File: src/rtl/mcam_viol_responder_if.sv
// Wipe-port handshake between the violation responder (master) and the memory arbiter (slave).
interface mcam_viol_responder_if #(
  parameter int SIZE_MEM_ADDR = 15
);
  logic                   wipe_gnt;
  logic                   wipe_cen;
  logic [1:0]             wipe_wen;
  logic [SIZE_MEM_ADDR:0] wipe_addr;
  logic [15:0]            wipe_din;

  modport master (
    input  wipe_gnt,
    output wipe_cen, wipe_wen, wipe_addr, wipe_din
  );

  modport slave (
    output wipe_gnt,
    input  wipe_cen, wipe_wen, wipe_addr, wipe_din
  );
endinterface

File: src/rtl/mcam_viol_responder.sv
// Violation responder: holds the core in PUC, zero-wipes the safe region, stretches reset, releases.
// Optional violation log (count, address, PC) is built only when MCAM_VIOL_LOG_EN is defined.
module mcam_viol_responder #(
  parameter int SIZE_MEM_ADDR = 15,
  parameter int LOW_SAFE      = 200,
  parameter int HIGH_SAFE     = 200,
  parameter int HOLD_CYCLES   = 16
) (
  input  logic                   mclk,
  input  logic                   reset_n,
  input  logic                   viol_req,
  input  logic [SIZE_MEM_ADDR:0] viol_addr,
  input  logic [15:0]            viol_pc,
  input  logic                   disable_debug,
  mcam_viol_responder_if.master  wipe,
  output logic                   puc_req,
  output logic                   wipe_busy,
  output logic [7:0]             viol_count,
  output logic [SIZE_MEM_ADDR:0] last_viol_addr,
  output logic [15:0]            last_viol_pc
);

  localparam int ADDR_W = SIZE_MEM_ADDR + 1;
  localparam int CNT_W  = (HOLD_CYCLES > 1) ? $clog2(HOLD_CYCLES) : 1;
  localparam bit EMPTY  = (LOW_SAFE > HIGH_SAFE);

  typedef enum logic [1:0] {IDLE, CAPTURE, WIPE, HOLD} state_e;

  state_e              state_q, state_d;
  logic                puc_q, puc_d;
  logic                cen_q, cen_d;
  logic [1:0]          wen_q, wen_d;
  logic [ADDR_W-1:0]   addr_q, addr_d;
  logic [CNT_W-1:0]    cnt_q, cnt_d;

  // NOTE: every always_comb output gets a default first so no path leaves it unassigned (no latch).
  always_comb begin
    state_d = state_q;
    puc_d   = puc_q;
    cen_d   = cen_q;
    wen_d   = wen_q;
    addr_d  = addr_q;
    cnt_d   = cnt_q;
    case (state_q)
      IDLE: begin
        if (viol_req && !disable_debug) begin
          state_d = CAPTURE;
          puc_d   = 1'b1;
        end
      end
      CAPTURE: begin
        if (EMPTY) begin
          state_d = HOLD;
          cnt_d   = CNT_W'(HOLD_CYCLES - 1);
        end else begin
          state_d = WIPE;
          addr_d  = ADDR_W'(LOW_SAFE);
          cen_d   = 1'b0;
          wen_d   = 2'b00;
        end
      end
      WIPE: begin
        // Compare before incrementing so a region ending at all-ones never wraps.
        if (wipe.wipe_gnt) begin
          if (addr_q == ADDR_W'(HIGH_SAFE)) begin
            state_d = HOLD;
            cen_d   = 1'b1;
            wen_d   = 2'b11;
            cnt_d   = CNT_W'(HOLD_CYCLES - 1);
          end else begin
            addr_d = addr_q + ADDR_W'(1);
          end
        end
      end
      HOLD: begin
        if (cnt_q == '0) begin
          state_d = IDLE;
          puc_d   = 1'b0;
        end else begin
          cnt_d = cnt_q - CNT_W'(1);
        end
      end
      default: state_d = IDLE;
    endcase
  end

  // NOTE: sequential state uses non-blocking assignments so all flops update from pre-edge values.
  always_ff @(posedge mclk or negedge reset_n) begin
    if (!reset_n) begin
      state_q <= IDLE;
      puc_q   <= 1'b0;
      cen_q   <= 1'b1;
      wen_q   <= 2'b11;
      addr_q  <= '0;
      cnt_q   <= '0;
    end else begin
      state_q <= state_d;
      puc_q   <= puc_d;
      cen_q   <= cen_d;
      wen_q   <= wen_d;
      addr_q  <= addr_d;
      cnt_q   <= cnt_d;
    end
  end

  assign puc_req        = puc_q;
  assign wipe_busy      = puc_q;
  assign wipe.wipe_cen  = cen_q;
  assign wipe.wipe_wen  = wen_q;
  assign wipe.wipe_addr = addr_q;
  assign wipe.wipe_din  = 16'h0000;

`ifdef MCAM_VIOL_LOG_EN
  logic              viol_req_q;
  logic [7:0]        count_q, count_d;
  logic [ADDR_W-1:0] laddr_q, laddr_d;
  logic [15:0]       lpc_q, lpc_d;
  logic              accept, retrigger;

  // Idle accepts on level; while busy only a fresh rising edge counts, captures stay frozen.
  always_comb begin
    accept    = (state_q == IDLE) && viol_req && !disable_debug;
    retrigger = (state_q != IDLE) && viol_req && !viol_req_q && !disable_debug;
    count_d   = count_q;
    laddr_d   = laddr_q;
    lpc_d     = lpc_q;
    if ((accept || retrigger) && (count_q != 8'hFF)) count_d = count_q + 8'd1;
    if (accept) begin
      laddr_d = viol_addr;
      lpc_d   = viol_pc;
    end
  end

  always_ff @(posedge mclk or negedge reset_n) begin
    if (!reset_n) begin
      viol_req_q <= 1'b0;
      count_q    <= '0;
      laddr_q    <= '0;
      lpc_q      <= '0;
    end else begin
      viol_req_q <= viol_req;
      count_q    <= count_d;
      laddr_q    <= laddr_d;
      lpc_q      <= lpc_d;
    end
  end

  assign viol_count     = count_q;
  assign last_viol_addr = laddr_q;
  assign last_viol_pc   = lpc_q;
`else
  logic unused_log_inputs;
  assign unused_log_inputs = ^{viol_addr, viol_pc};
  assign viol_count        = '0;
  assign last_viol_addr    = '0;
  assign last_viol_pc      = '0;
`endif

endmodule

File: src/flat_wrapper.sv
// flat-port wrapper written by rule: the top's interface ports become plain ports
module mcam_viol_responder_flat 
#(
  parameter int SIZE_MEM_ADDR = 15,
  parameter int LOW_SAFE      = 200,
  parameter int HIGH_SAFE     = 200,
  parameter int HOLD_CYCLES   = 16
)
  (mclk, reset_n, viol_req, viol_addr, viol_pc, disable_debug, puc_req, wipe_busy, viol_count, last_viol_addr, last_viol_pc, wipe_wipe_gnt, wipe_wipe_cen, wipe_wipe_wen, wipe_wipe_addr, wipe_wipe_din);
  mcam_viol_responder_if #(.SIZE_MEM_ADDR(SIZE_MEM_ADDR)) wipe_i ();
  input  logic mclk;
  input  logic reset_n;
  input  logic viol_req;
  input  logic [SIZE_MEM_ADDR:0] viol_addr;
  input  logic [15:0] viol_pc;
  input  logic disable_debug;
  output logic puc_req;
  output logic wipe_busy;
  output logic [7:0] viol_count;
  output logic [SIZE_MEM_ADDR:0] last_viol_addr;
  output logic [15:0] last_viol_pc;
  input wire logic [$bits(wipe_i.wipe_gnt)-1:0] wipe_wipe_gnt;
  output wire logic [$bits(wipe_i.wipe_cen)-1:0] wipe_wipe_cen;
  output wire logic [$bits(wipe_i.wipe_wen)-1:0] wipe_wipe_wen;
  output wire logic [$bits(wipe_i.wipe_addr)-1:0] wipe_wipe_addr;
  output wire logic [$bits(wipe_i.wipe_din)-1:0] wipe_wipe_din;
  assign wipe_i.wipe_gnt = wipe_wipe_gnt;
  assign wipe_wipe_cen = wipe_i.wipe_cen;
  assign wipe_wipe_wen = wipe_i.wipe_wen;
  assign wipe_wipe_addr = wipe_i.wipe_addr;
  assign wipe_wipe_din = wipe_i.wipe_din;
  mcam_viol_responder #(.SIZE_MEM_ADDR(SIZE_MEM_ADDR), .LOW_SAFE(LOW_SAFE), .HIGH_SAFE(HIGH_SAFE), .HOLD_CYCLES(HOLD_CYCLES)) u_core (.mclk(mclk), .reset_n(reset_n), .viol_req(viol_req), .viol_addr(viol_addr), .viol_pc(viol_pc), .disable_debug(disable_debug), .wipe(wipe_i), .puc_req(puc_req), .wipe_busy(wipe_busy), .viol_count(viol_count), .last_viol_addr(last_viol_addr), .last_viol_pc(last_viol_pc));
endmodule
File: config.mk
export PLATFORM = sky130hd
export DESIGN_NAME = mcam_viol_responder_flat
export DESIGN_NICKNAME = d
export VERILOG_FILES = /design/src/rtl/mcam_viol_responder_if.sv /design/src/rtl/mcam_viol_responder.sv /design/src/flat_wrapper.sv
export SDC_FILE = /design/constraint.sdc
export NUM_CORES = 1
export LEC_CHECK = 0
export ABC_AREA = 1
export BUFFER_PORTS_ARGS = -buffer_cell sky130_fd_sc_hd__buf_4
export CORE_ASPECT_RATIO = 1.75
export CORE_MARGIN = 2
export CORE_UTILIZATION = 38
export DETAILED_ROUTE_END_ITERATION = 10
export MAX_ROUTING_LAYER = met4
export PLACE_DENSITY = 0.68
export RECOVER_POWER = 50
export SYNTH_ARGS = -nofsm -noshare
export SYNTH_HDL_FRONTEND = slang
export SYNTH_SLANG_ARGS = --single-unit
File: constraint.sdc
create_clock -name mclk -period 4.4 [get_ports mclk]
set_clock_uncertainty 0.1 [all_clocks]
set_input_delay 0.66 -clock mclk [delete_from_list [all_inputs] [get_ports mclk]]
set_output_delay 0.66 -clock mclk [all_outputs]
set_load 0.02 [all_outputs]
==> results of run 1 <==
final timing paths:
path                                             to  depth (start not counted)  slack (ns)
max                                 u_core.cnt_q[3]                          7        2.26
min                         u_core.wipe.wipe_wen[0]                          2        0.39
max reg2reg                         u_core.cnt_q[3]                          7        2.26
min reg2reg                 u_core.wipe.wipe_wen[0]                          2        0.39
max in group asynchronous  u_core.wipe.wipe_addr[7]                          1        2.84
min in group asynchronous           u_core.cnt_q[0]                          1        0.56
power by group through the flow:
stage	clock network (mW)	logic [mW]	registers (mW)
6_report	0.204	0.642	0.363
5_1_grt	0.215	0.725	0.373
4_1_cts	0.210	0.670	0.363
3_5_place_dp	0	0.667	0.367
3_3_place_gp	0	0.653	0.364
2_1_floorplan	0	0.551	0.381
flip-flops by register name, summed over array words and instances, names as in the netlist:
register / cells
u_core.wipe.wipe_wen: 1
u_core.wipe.wipe_addr: 16
u_core.cnt_q: 4
u_core.state_q: 2
u_core.puc_req: 1
stage by stage:
step	worst slack, ns	cells	utilization, %
2_1_floorplan	2.77	370	-
4_1_cts	2.24	408	40.4
3_5_place_dp	2.27	404	39.1
3_3_place_gp	2.30	404	39.1
6_report	2.26	408	39.7
5_1_grt	2.09	408	39.7
per-layer routing:
layer,vias to the layer above,global-route usage [%]
li1,916,-
met1,844,15.1
met2,74,27.9
met3,9,1.74
met4,0,7.92
met5,-,-
cell type report:
cell class | instances | area, sq um
timing repair buffer | 25 | 150
clock buffer | 3 | 41.3
tap | 76 | 95.1
fill | 625 | 3340
multi-input combinational | 255 | 1190
sequential | 24 | 602
inverter | 24 | 90.1
clock inverter | 1 | 30.0
cell families after synthesis:
kind of cell	Yosys count
AND/OR/NAND/NOR	174
buffers and inverters	91
flip-flops	24
AO/OA/AOI/OAI	13
adder cells (fa/ha/maj)	8
XOR/XNOR	4
other	1
synth_stat cells, drive strengths merged:
| cell | n | area [sq um] |
|---|---|---|
| nand4 | 11 | 68.8 |
| dfstp | 1 | 26.3 |
| nor2 | 36 | 143 |
| nor3 | 1 | 5.00 |
| or2 | 2 | 12.5 |
| o21ai | 6 | 30.0 |
| nand3b | 1 | 7.51 |
| o21bai | 1 | 7.51 |
| buf | 67 | 500 |
| ha | 8 | 100 |
| conb | 1 | 3.75 |
| a21oi | 5 | 25.0 |
| nand2 | 89 | 352 |
| dfrtp | 23 | 576 |
| inv | 23 | 86.3 |
| xnor2 | 3 | 26.3 |
| a22oi | 1 | 7.51 |
| xor2 | 1 | 8.76 |
| clkinv | 1 | 3.75 |
| nand3 | 34 | 188 |
critical path, cell delays in order, from the launching register on:
cell and delay [ns]:
dfrtp_1 0.43, inv_1 0.12, ha_1 0.45, inv_2 0.23
o21ai_1 0.40, nand3_2 0.17, nand2_1 0.08, nand2_1 0.05
==> results.md, run 1 <==
* Status: complete, no violations
* Yosys reg bits at 24
* Initial antenna violation count at 0
* PwrDens at 549 mW/mm^2
* Clock Power Share at 16.9%
* WS Path Type: reg -> reg
* Die W at 61.2 um
* Gpl congestion at 0.884
* Die area at 0.00637 sq mm
* Setup bufs post-CTS at 0
* Post-Layout Inst Area at 0.00220 sq mm
* Simple-Gate Fraction of Synth Area at 35.6%
* DR vias/cell at 4.52
* Vias at 1843
* CTS Root Buffer Type: clkbuf_8
* Sequential share of power at 30.1%
* Sequential area share after synthesis at 27.6%
* Setup Viol. Count Final at 0
* Cts hold-fix bufs at 0
* Final wirelength at 4.61 mm
* Maximum root-to-sink buffer count at 2
* Die height at 104 um
* Placed cell areas at 0.00217 sq mm
* H-tree depth at 1
* Pins Over Slew Limit at 0
* Max VDD drop at 0.193 mV
* Final net count at 378
* DRT Pass-1 Iters at 4
* Logic pwr share at 53.1%
* Post_cts resized at 0
* Vias in the first global route at 1669
* Commonest non-fill, non-tap cell in the layout: nand2_1
* IO buf count at 25
* Worst slew margin relative to its limit at 9.44%
* Row count at 36
* Netlist cell types at 29
* YS warnings at 0
* CP Launch Type: register
* Net Switching at 0.598 mW
* F_max at 0.466 GHz
* Clk pin slew, worst setup/hold paths at 0.10 ns
* DRC violations left at 0
* Compound-Gate Fraction of Synth Area at 3.22%
* Gate count of the mapped netlist at 315
* Post-route setup TNS at 0 ns
* Drt wl/cell at 11.3 um
* DRT antenna net count at 0
* Initial Util at 39.3%
* WHS at 0.391 ns
* Endpoints failing hold at 0
* Clock latency on the worst-skew pair at 0.28 ns
* Synth Area in Adders at 4.60%
* Met1 WL at 1.63 mm
* Hold path start: u_core.wipe.wipe_wen[0]
* I/O pins at 114
* Syn avg cell area at 6.91 sq um
* Switching share of power at 49.5%
* Top sig layer: met4
* Largest family of logic cells by synthesized area: simple AND/OR/NAND/NOR gates
* Synthesized area at 0.00218 sq mm
* Post-Synth XOR/XNOR Area at 1.61%
* Tmin final at 2.14 ns
* Worst R2R Start: u_core.state_q[0]
* Grt ovf at 0
* Routed wl met3 at 275 um
* Data arrival, critical path at 2.22 ns
* Worst-margin pin slew at 1.36 ns
* Post-DP HPWL at 3.52 mm
* Max-cap violation count at 0
* Crit path capture type: register
* Beginning of the critical path: u_core.state_q[0]
* Global-route wire length before repair at 7.50 mm
* Req. time, crit path at 4.48 ns
* Tot Pwr at 1.21 mW
* Worst Path Max Fanout at 12
* Most frequent cells in the layout: nand2_1 (84), conb_1 (56), nor2_1 (33), nand3_1 (32), dfrtp_1 (23)
* Total core area at 0.00554 sq mm
* Post-synthesis mux area share at 0%
* Tcrit/Tclk final at 48.7%
* CTS sink count at 24
* Pint at 0.611 mW
* Global Route Usage Sum at 15.5%
* Ant diodes at 0
* Unrepaired setup endpoints after global routing: false
* Starting DRT DRC Count at 71
* Hold/Removal Path Class: reg -> reg
* CTS tree: built
* Met2 WL post-DR at 2.58 mm
* Num CTS Buffers at 3
* Leakage at 1.15 nW
* Share of cells above drive strength 1 at 10.2%
* Largest net degree at the start of global routing at 25
* P&R area growth vs syn at 1.03%
Power figures use the tool's default switching activity.
==> run 2, diff against run 1 <==
clock period = 2.1 ns   (was 4.4 ns; I/O delays follow)
==> results.md, run 2 (synthesis results as in run 1) <==
* Setup bufs post-CTS at 0
* Vias at 1801
* Die height at 104 um
* Row count at 36
* CP max stage cell: dfrtp_1
* I/O pins at 114
* H-tree depth at 1
* Commonest non-fill, non-tap cell in the layout: nand2_1
* Cts hold-fix bufs at 1
* F_max at 0.567 GHz
* DRC violations left at 0
* Worst Path Max Fanout at 17
* PwrDens at 1100 mW/mm^2
* Clock latency on the worst-skew pair at 0.27 ns
* Post-DP HPWL at 3.45 mm
* Post_cts resized at 0
* Share of cells above drive strength 1 at 10.2%
* Gpl congestion at 0.878
* Die area at 0.00637 sq mm
* DRT antenna net count at 0
* WS Path Type: reg -> reg
* Crit-path cells: inv_1 > ha_1 > nand3_1 > nor2_2 > nand2_2 > nand3_4 > nand2_4 > nand2_1 > nand2_1
* Worst-margin pin slew at 0.630 ns
* Tcrit/Tclk final at 84.1%
* Most frequent CP cell: nand2_1
* Crit path capture type: register
* CTS tree: built
* Clk pin slew, worst setup/hold paths at 0.09 ns
* Hold/Removal Path Class: in -> reg
* Global-route wire length before repair at 7.23 mm
* P&R area growth vs syn at 0.517%
* Req. time, crit path at 2.17 ns
* Status: complete, no violations
* Total core area at 0.00554 sq mm
* Net Switching at 1.23 mW
* Unrepaired setup endpoints after global routing: false
* Drt wl/cell at 10.9 um
* Ant diodes at 0
* Initial antenna violation count at 0
* Pint at 1.18 mW
* Final wirelength at 4.48 mm
* CTS Root Buffer Type: clkbuf_8
* Vias in the first global route at 1572
* Final net count at 380
* Die W at 61.2 um
* IO buf count at 25
* Leakage at 1.14 nW
* Data arrival, critical path at 1.83 ns
* Post-route setup TNS at 0 ns
* Largest net degree at the start of global routing at 25
* Grt ovf at 0
* Most frequent cells in the layout: nand2_1 (84), conb_1 (56), nor2_1 (33), nand3_1 (32), dfrtp_1 (23)
* Number of flip-flops in the largest register at 16
* Pins Over Slew Limit at 0
* Switching share of power at 51.0%
* Sequential share of power at 31.7%
* DR vias/cell at 4.39
* CTS sink count at 24
* Max VDD drop at 0.471 mV
* Starting DRT DRC Count at 78
* Logic pwr share at 56.3%
* Num CTS Buffers at 3
* Global Route Usage Sum at 15.0%
* Endpoints failing hold at 0
* Setup Viol. Count Final at 0
* Worst slew margin relative to its limit at 58.0%
* DRT Pass-1 Iters at 4
* CP peak stage delay at 0.45 ns
* Max-cap violation count at 0
* Tmin final at 1.77 ns
* Initial Util at 39.3%
* CP Launch Type: register
* Maximum root-to-sink buffer count at 2
* Tot Pwr at 2.41 mW
* Clock Power Share at 12.0%
## run 2: changes by cell type in the layout (fill, tap and decap cells not counted), sizes merged
cell | previous run | this run
dlygate4sd3 | 0 | 1
bufinv | 1 | 0
clkbuf | 13 | 15
## run 2: area by class of cell
cell class	instances	area [sq um]
inverter	24	90.1
tap	76	95.1
fill	620	3350
sequential	24	602
timing repair buffer	27	165
multi-input combinational	255	1190
clock buffer	4	45.0
## run 2: path summary, 6_finish.rpt
path / slack [ns] / cells after the start / end / start
min in group asynchronous: 0.49 / 2 / u_core.wipe.wipe_addr[3] / reset_n
worst min-delay path: 0.24 / 3 / u_core.wipe.wipe_wen[0] / wipe_wipe_gnt
worst max register to register: 0.33 / 9 / u_core.wipe.wipe_addr[9] / u_core.wipe.wipe_addr[0]
worst max-delay path: 0.33 / 9 / u_core.wipe.wipe_addr[9] / u_core.wipe.wipe_addr[0]
worst min register to register: 0.39 / 2 / u_core.wipe.wipe_wen[0] / u_core.wipe.wipe_wen[0]
max in group asynchronous: 1.00 / 2 / u_core.wipe.wipe_addr[13] / reset_n
## run 2: layer usage
layer | GRT usage, % | wire length [um]
met5 | - | 0
met4 | 4.81 | 56
met3 | 1.49 | 212
met2 | 28.1 | 2530
met1 | 15.3 | 1690
## run 2: critical path: cells and delay by family (launching register included)
kind,cells,cell delay (ns)
AND/OR/NAND/NOR,7,0.81
flip-flops,1,0.45
adder cells (fa/ha/maj),1,0.19
buffers and inverters,1,0.11
## run 2: power by group through the flow
stage	registers, mW	logic [mW]	clock network (mW)
after floorplan	0.799	1.15	0
after global placement	0.765	1.37	0
after detailed placement	0.770	1.40	0
after CTS	0.762	1.41	0.303
after global routing	0.785	1.52	0.319
final	0.762	1.35	0.289
## run 2: per-stage QoR
stage	setup slack [ns]	hold WS (ns)	util, %	cells	cell area [sq um]
3_3_place_gp	0.328	0.143	39.2	405	2170
4_1_cts	0.309	0.243	40.2	410	2230
6_report	0.335	0.243	39.5	410	2190
2_1_floorplan	0.469	-0.0806	-	370	2380
3_5_place_dp	0.319	0.150	39.2	405	2170
5_1_grt	0.197	0.233	39.5	410	2190
